===== config.mk =====
export PLATFORM = sky130hd
export DESIGN_NAME = pipe_stage_reg_flat
export DESIGN_NICKNAME = d
export VERILOG_FILES = /design/src/rtl/pipe_stage_reg_if.sv /design/src/rtl/pipe_stage_reg.sv /design/src/flat_wrapper.sv
export SDC_FILE = /design/constraint.sdc
export NUM_CORES = 1
export LEC_CHECK = 0
export ABC_CLOCK_PERIOD_IN_PS = 1800
export CORE_ASPECT_RATIO = 0.75
export CORE_MARGIN = 4
export CORE_UTILIZATION = 39
export CTS_CLUSTER_SIZE = 30
export DETAILED_ROUTE_END_ITERATION = 8
export GPL_TIMING_DRIVEN = 0
export HOLD_SLACK_MARGIN = 0.03
export PLACE_DENSITY = 0.85
export SLEW_MARGIN = 20
export SYNTH_ARGS = -nofsm -noshare
export SYNTH_HDL_FRONTEND = slang
export SYNTH_SLANG_ARGS = --single-unit

===== constraint.sdc =====
create_clock -name clk -period 1.8 [get_ports clk]
set_input_delay 0.27 -clock clk [delete_from_list [all_inputs] [get_ports clk]]
set_output_delay 0.27 -clock clk [all_outputs]
set_load 0.005 [all_outputs]

===== src/rtl/pipe_stage_reg_if.sv =====
// Bundle of the producer/consumer lanes, stall/flush controls and monitor outputs of
// pipe_stage_reg. The master side drives the stage inputs; the slave side is the register itself.
interface pipe_stage_reg_if #(
  parameter int unsigned LANES  = 2,
  parameter int unsigned DATA_W = 64,
  parameter int unsigned CNT_W  = 16
);
  logic [LANES-1:0]          in_valid;
  logic [LANES*DATA_W-1:0]   in_data;
  logic [LANES-1:0]          kill_mask;
  logic                      stall_prev;
  logic                      stall_next;
  logic                      flush;
  logic [LANES-1:0]          out_valid;
  logic [LANES*DATA_W-1:0]   out_data;
  logic [$clog2(LANES+1)-1:0] out_count;
  logic [CNT_W-1:0]          bubble_cnt;

  modport master (
    output in_valid, in_data, kill_mask, stall_prev, stall_next, flush,
    input  out_valid, out_data, out_count, bubble_cnt
  );

  modport slave (
    input  in_valid, in_data, kill_mask, stall_prev, stall_next, flush,
    output out_valid, out_data, out_count, bubble_cnt
  );
endinterface


===== src/rtl/pipe_stage_reg.sv =====
// Multi-lane pipeline register: DEPTH slices of LANES valid/payload pairs with per-lane kill,
// flush/stall control and a saturating count of bubbles inserted at the first slice.
module pipe_stage_reg #(
  parameter int unsigned LANES       = 2,
  parameter int unsigned DATA_W      = 64,
  parameter int unsigned DEPTH       = 1,
  parameter bit          ZERO_BUBBLE = 1'b1,
  parameter int unsigned CNT_W       = 16
) (
  input logic             clk,
  input logic             rst,
  pipe_stage_reg_if.slave bus
);

  localparam int unsigned CountW = $clog2(LANES + 1);

  if (DEPTH < 1 || LANES < 1 || CNT_W < 1) begin : gen_param_check
    $fatal(1, "pipe_stage_reg: DEPTH, LANES and CNT_W must all be >= 1");
  end

  logic [LANES-1:0]        valid_q [DEPTH];
  logic [LANES-1:0]        valid_d [DEPTH];
  logic [LANES*DATA_W-1:0] data_q  [DEPTH];
  logic [LANES*DATA_W-1:0] data_d  [DEPTH];
  logic [CNT_W-1:0]        cnt_q;
  logic [CNT_W-1:0]        cnt_d;
  logic [CountW-1:0]       count_w;

  always_comb begin
    valid_d = valid_q;
    data_d  = data_q;
    cnt_d   = cnt_q;
    if (bus.flush) begin
      for (int k = 0; k < DEPTH; k++) begin
        valid_d[k] = '0;
        if (ZERO_BUBBLE) data_d[k] = '0;
      end
    end else if (!bus.stall_next) begin
      for (int k = 1; k < DEPTH; k++) begin
        valid_d[k] = valid_q[k-1];
        data_d[k]  = data_q[k-1];
      end
      if (bus.stall_prev) begin
        // Bubble: kill_mask and in_* are ignored; payload of slice 0 only matters if zeroing.
        valid_d[0] = '0;
        if (ZERO_BUBBLE) data_d[0] = '0;
        if (cnt_q != {CNT_W{1'b1}}) cnt_d = cnt_q + 1'b1;
      end else begin
        valid_d[0] = bus.in_valid & ~bus.kill_mask;
        data_d[0]  = bus.in_data;
        for (int l = 0; l < LANES; l++) begin
          if (ZERO_BUBBLE && !valid_d[0][l]) data_d[0][l*DATA_W +: DATA_W] = '0;
        end
      end
    end
  end

  always_ff @(posedge clk) begin
    if (rst) begin
      for (int k = 0; k < DEPTH; k++) begin
        valid_q[k] <= '0;
        data_q[k]  <= '0;
      end
      cnt_q <= '0;
    end else begin
      for (int k = 0; k < DEPTH; k++) begin
        valid_q[k] <= valid_d[k];
        data_q[k]  <= data_d[k];
      end
      cnt_q <= cnt_d;
    end
  end

  always_comb begin
    count_w = '0;
    for (int l = 0; l < LANES; l++) count_w += CountW'(valid_q[DEPTH-1][l]);
  end

  assign bus.out_valid  = valid_q[DEPTH-1];
  assign bus.out_data   = data_q[DEPTH-1];
  assign bus.out_count  = count_w;
  assign bus.bubble_cnt = cnt_q;

endmodule


===== src/flat_wrapper.sv =====
// flat-port wrapper written by rule: the top's interface ports become plain ports
module pipe_stage_reg_flat 
#(
  parameter int unsigned LANES       = 2,
  parameter int unsigned DATA_W      = 64,
  parameter int unsigned DEPTH       = 1,
  parameter bit          ZERO_BUBBLE = 1'b1,
  parameter int unsigned CNT_W       = 16
)
  (clk, rst, bus_in_valid, bus_in_data, bus_kill_mask, bus_stall_prev, bus_stall_next, bus_flush, bus_out_valid, bus_out_data, bus_out_count, bus_bubble_cnt);
  pipe_stage_reg_if #(.LANES(LANES), .DATA_W(DATA_W), .CNT_W(CNT_W)) bus_i ();
  input logic clk;
  input logic rst;
  input wire logic [$bits(bus_i.in_valid)-1:0] bus_in_valid;
  input wire logic [$bits(bus_i.in_data)-1:0] bus_in_data;
  input wire logic [$bits(bus_i.kill_mask)-1:0] bus_kill_mask;
  input wire logic [$bits(bus_i.stall_prev)-1:0] bus_stall_prev;
  input wire logic [$bits(bus_i.stall_next)-1:0] bus_stall_next;
  input wire logic [$bits(bus_i.flush)-1:0] bus_flush;
  output wire logic [$bits(bus_i.out_valid)-1:0] bus_out_valid;
  output wire logic [$bits(bus_i.out_data)-1:0] bus_out_data;
  output wire logic [$bits(bus_i.out_count)-1:0] bus_out_count;
  output wire logic [$bits(bus_i.bubble_cnt)-1:0] bus_bubble_cnt;
  assign bus_i.in_valid = bus_in_valid;
  assign bus_i.in_data = bus_in_data;
  assign bus_i.kill_mask = bus_kill_mask;
  assign bus_i.stall_prev = bus_stall_prev;
  assign bus_i.stall_next = bus_stall_next;
  assign bus_i.flush = bus_flush;
  assign bus_out_valid = bus_i.out_valid;
  assign bus_out_data = bus_i.out_data;
  assign bus_out_count = bus_i.out_count;
  assign bus_bubble_cnt = bus_i.bubble_cnt;
  pipe_stage_reg #(.LANES(LANES), .DATA_W(DATA_W), .DEPTH(DEPTH), .ZERO_BUBBLE(ZERO_BUBBLE), .CNT_W(CNT_W)) u_core (.clk(clk), .rst(rst), .bus(bus_i));
endmodule

==> impl_results.md <==
- Crit Path Category: reg -> reg
- # DRC: 0
- Chip Width: 141 µm
- Final hold vios: 0
- Io pins: 285
- Startpoint Class: flip-flop
- Max-slew violations: 0
- Post-synthesis xor/xnor area fraction: 0
- Met3 wire len: between 1500 and 2000 µm
- Detailed placement HPWL: 13600 µm
- Cell area after layout: between 8000 and 9000 µm²
- Gate Count Post-Synth: 535
- H-tree lvl count: 4
- Clk_skew: 10.5 ps
- FF-to-FF Start: u_core.bus.bubble_cnt[13]$_SDFFE_PP0P_
- CTS clk-pin slew, worst paths: about 60 ps
- Post-route ant nets: 0
- Worst reg-to-reg path cell count: 6
- Final period demand of the worst path: 1800 ps
- Power density cells: between 800 and 900 nW/µm²
- CTS Hold Bufs: 0
- Library cells used by synthesis: 35
- Vias in the first global route: 5362
- Worst Hold Launch: rst
- Starting Density: 0.398
- Syn Area/Cell: approximately 9.6 µm²
- GP Congestion: 0.836
- Peak VDD IR: 0.703 mV
- Status: completed
- Synth Area in Compound Gates: 0.222
- Drt total wl: 18300 µm
- Post-synthesis mux area share: 0.00438
- Cell leakage power: 0.00307 µW
- Worst skew pair latency: 400 ps
- Total global routing overflow: 0
- Synthesized area: 5140 µm²
- Chip height: 107 µm
- Sequential element share of the synthesized area: 0.568
- First-pass GRT wire length: 28100 µm
- Vias: 5336
- WHS: 302 ps
- Synth Area in Adders: 0.00487
- Final nets: 981
- R2R setup slack: 4 ps
- DR WL met2: ~8700 µm
- Worst path max stage delay: 410 ps
- Simple-Gate Fraction of Synth Area: 0.157
- Sum of negative setup slack: 0 ps
- Num rows: 36
- Tot GR Track Use: 0.233
- Worst hold path type: in -> reg
- # clock sinks: roughly 150
- Ratio of cells with drive above 1 in the final layout: 0.0994
- Num CTS Buffers: 17
- Data required time of the worst path: ~2100 ps
- Crit path DAT: 2110 ps
- Peak Freq: 557 MHz
- CTS root buffer: clkbuf_16
- CP max-delay cell: nor4_4
- I/O Buffers: 282
- Hold Path Stages: 2
- Wire per inst: 17.8 µm
- Metal-1 WL: 7600 µm
- Die Area: approximately 15000 µm²
- Largest net degree at the start of global routing: 17
- DR vias/cell: approximately 5.2
- Ant diodes: 0
- Placed Instance Area: roughly 8200 µm²
- Synthesized Nets: between 600 and 700
- Initial antenna violation count: 0
- FF-to-FF End: u_core.bus.bubble_cnt[11]$_SDFFE_PP0P_
- Synth Register Bits: between 100 and 150
- Area growth syn-to-layout: 72.5%
- Largest family of logic cells by synthesized area: compound AO/OA/AOI/OAI gates
- Total of max-cap violations: 0
- Slack of the critical path: 3.96 ps
- Final setup vio count: 0
- Hold Path End: u_core.bus.bubble_cnt[14]$_SDFFE_PP0P_
- Worst-Margin Slew: 721 ps
- Critical path fanouts, max: 10
- CP Cell Sequence: nand4_1, nor4_4, buf_6, buf_4, o31ai_1, a21oi_1
- Tcrit/Tclk final: 0.998
- Core footprint: 12900 µm²
- Slew margin rel.: 0.519
- YS warnings: 0
- Placement Setup Slack: -515 ps
- Drt pass-1 iters: 5
- Total Power: 7210 µW
- CP Capture Type: flip-flop
- Max Used Layer: met4
- First DRT Iteration DRCs: 309
- CTS tree: built
- Clock Tree Buf Depth: 2
-- cell type report --
class                           count  area [µm²]
Fill cell                        1010        4060
Inverter                            3        11.3
Tap cell                          171         214
Buffer                             48         221
Clock inverter                     13         129
Sequential cell                   146        2940
Timing Repair Buffer              288        2870
Multi-Input combinational cell    338        2050
Clock buffer                       19         433
-- registers in the layout, summed over array words and instances (netlist names) --
| signal | flops |
|---|---|
| u_core.bus.bubble_cnt | 16 |
| u_core.bus.out_data | 128 |
| u_core.bus.out_valid | 2 |
-- worst max-delay path, delay by kind of cell, from the launching register on --
kind / cells / cell delay, ps
and+or+nand+nor: 2 / 660
buffers and inverters: 2 / 370
AOI/OAI and AO/OA: 2 / 280
DFF: 1 / 400
-- cell usage after synthesis, drive strengths merged --
| cell type | n | share of area |
|---|---|---|
| mux2 | 2 | 0.0044 |
| nand3 | 4 | 0.0039 |
| or3 | 5 | 0.0061 |
| nand2b | 1 | 0.0012 |
| ha | 2 | 0.0049 |
| and2 | 1 | 0.0012 |
| nor2 | 134 | 0.098 |
| or2 | 1 | 0.0012 |
| and3 | 1 | 0.0012 |
| o41ai | 1 | 0.0017 |
| inv | 3 | 0.0022 |
| o31ai | 7 | 0.010 |
| and4 | 2 | 0.0034 |
| clkbuf | 22 | 0.016 |
| nor4 | 1 | 0.0024 |
| or3b | 2 | 0.0034 |
| o311ai | 1 | 0.0017 |
| nand2 | 3 | 0.0027 |
| a22oi | 128 | 0.19 |
| nor3b | 1 | 0.0037 |
| buf | 26 | 0.025 |
| o21ai | 6 | 0.0058 |
| nand4 | 7 | 0.011 |
| a21oi | 16 | 0.016 |
| nor4b | 3 | 0.0051 |
| or4 | 6 | 0.0088 |
| dfxtp | 146 | 0.57 |
| nor2b | 2 | 0.0024 |
| nand3b | 1 | 0.0015 |
-- logic make-up after synthesis --
family / Yosys count
buf+inv: 51
simple gates: 175
flops: 146
mux: 2
compound gates: 159
fa+ha+maj: 2
-- worst max path at each step --
stage / from / endpoint
2_1_floorplan: u_core.bus.bubble_cnt[0]$_SDFFE_PP0P_ / u_core.bus.bubble_cnt[15]$_SDFFE_PP0P_
4_1_cts: u_core.bus.bubble_cnt[12]$_SDFFE_PP0P_ / u_core.bus.bubble_cnt[6]$_SDFFE_PP0P_
5_1_grt: u_core.bus.bubble_cnt[13]$_SDFFE_PP0P_ / u_core.bus.bubble_cnt[11]$_SDFFE_PP0P_
6_report: u_core.bus.bubble_cnt[13]$_SDFFE_PP0P_ / u_core.bus.bubble_cnt[11]$_SDFFE_PP0P_
3_5_place_dp: bus_flush / u_core.bus.out_data[39]$_SDFFE_PP0N_
3_3_place_gp: bus_stall_prev / u_core.bus.out_data[66]$_SDFFE_PP0N_
-- power by group --
part / internal (µW) / switching, µW
clock network: 1930 / 1420
logic: 355 / 236
registers: 3250 / 13.1
total: 5540 / 1670
-- per-stage QoR --
step	utilization	instances
after global placement	0.633	988
after floorplan	-	535
after global routing	0.686	1026
after detailed placement	0.633	988
final	0.686	1026
after CTS	0.680	1022
-- timing repair --
item	CTS	global route
gates resized for setup	8	18
pin swaps	2	3
gates cloned	0	0
endpoints found under the setup margin	45	18
setup buffers	2	4
-- layer usage --
metal,global-route usage,up-vias
li1,-,2559
met2,0.388,219
met5,0,-
met1,0.284,2524
met4,0.0705,0
met3,0.0853,34
-- placed cells by master, fill, tap and decap left out, types with 2 or more instances in the layout --
master,count
o21ai_0,5
dlymetal6s2s_1,2
nor2_1,134
clkdlybuf4s50_1,280
a21oi_1,16
nor4b_2,3
or3b_1,2
nor2b_1,2
nand4_1,5
clkbuf_1,22
inv_1,3
nand2_1,2
or4_1,6
buf_1,2
or3_1,5
a22oi_1,128
clkinvlp_4,4
inv_6,3
dfxtp_2,10
nand3_1,4
clkinv_4,3
o31ai_1,7
buf_4,7
clkbuf_2,2
dfxtp_1,136
clkbuf_16,17
buf_2,22
Note: power is estimated with default switching activity, not from simulation.
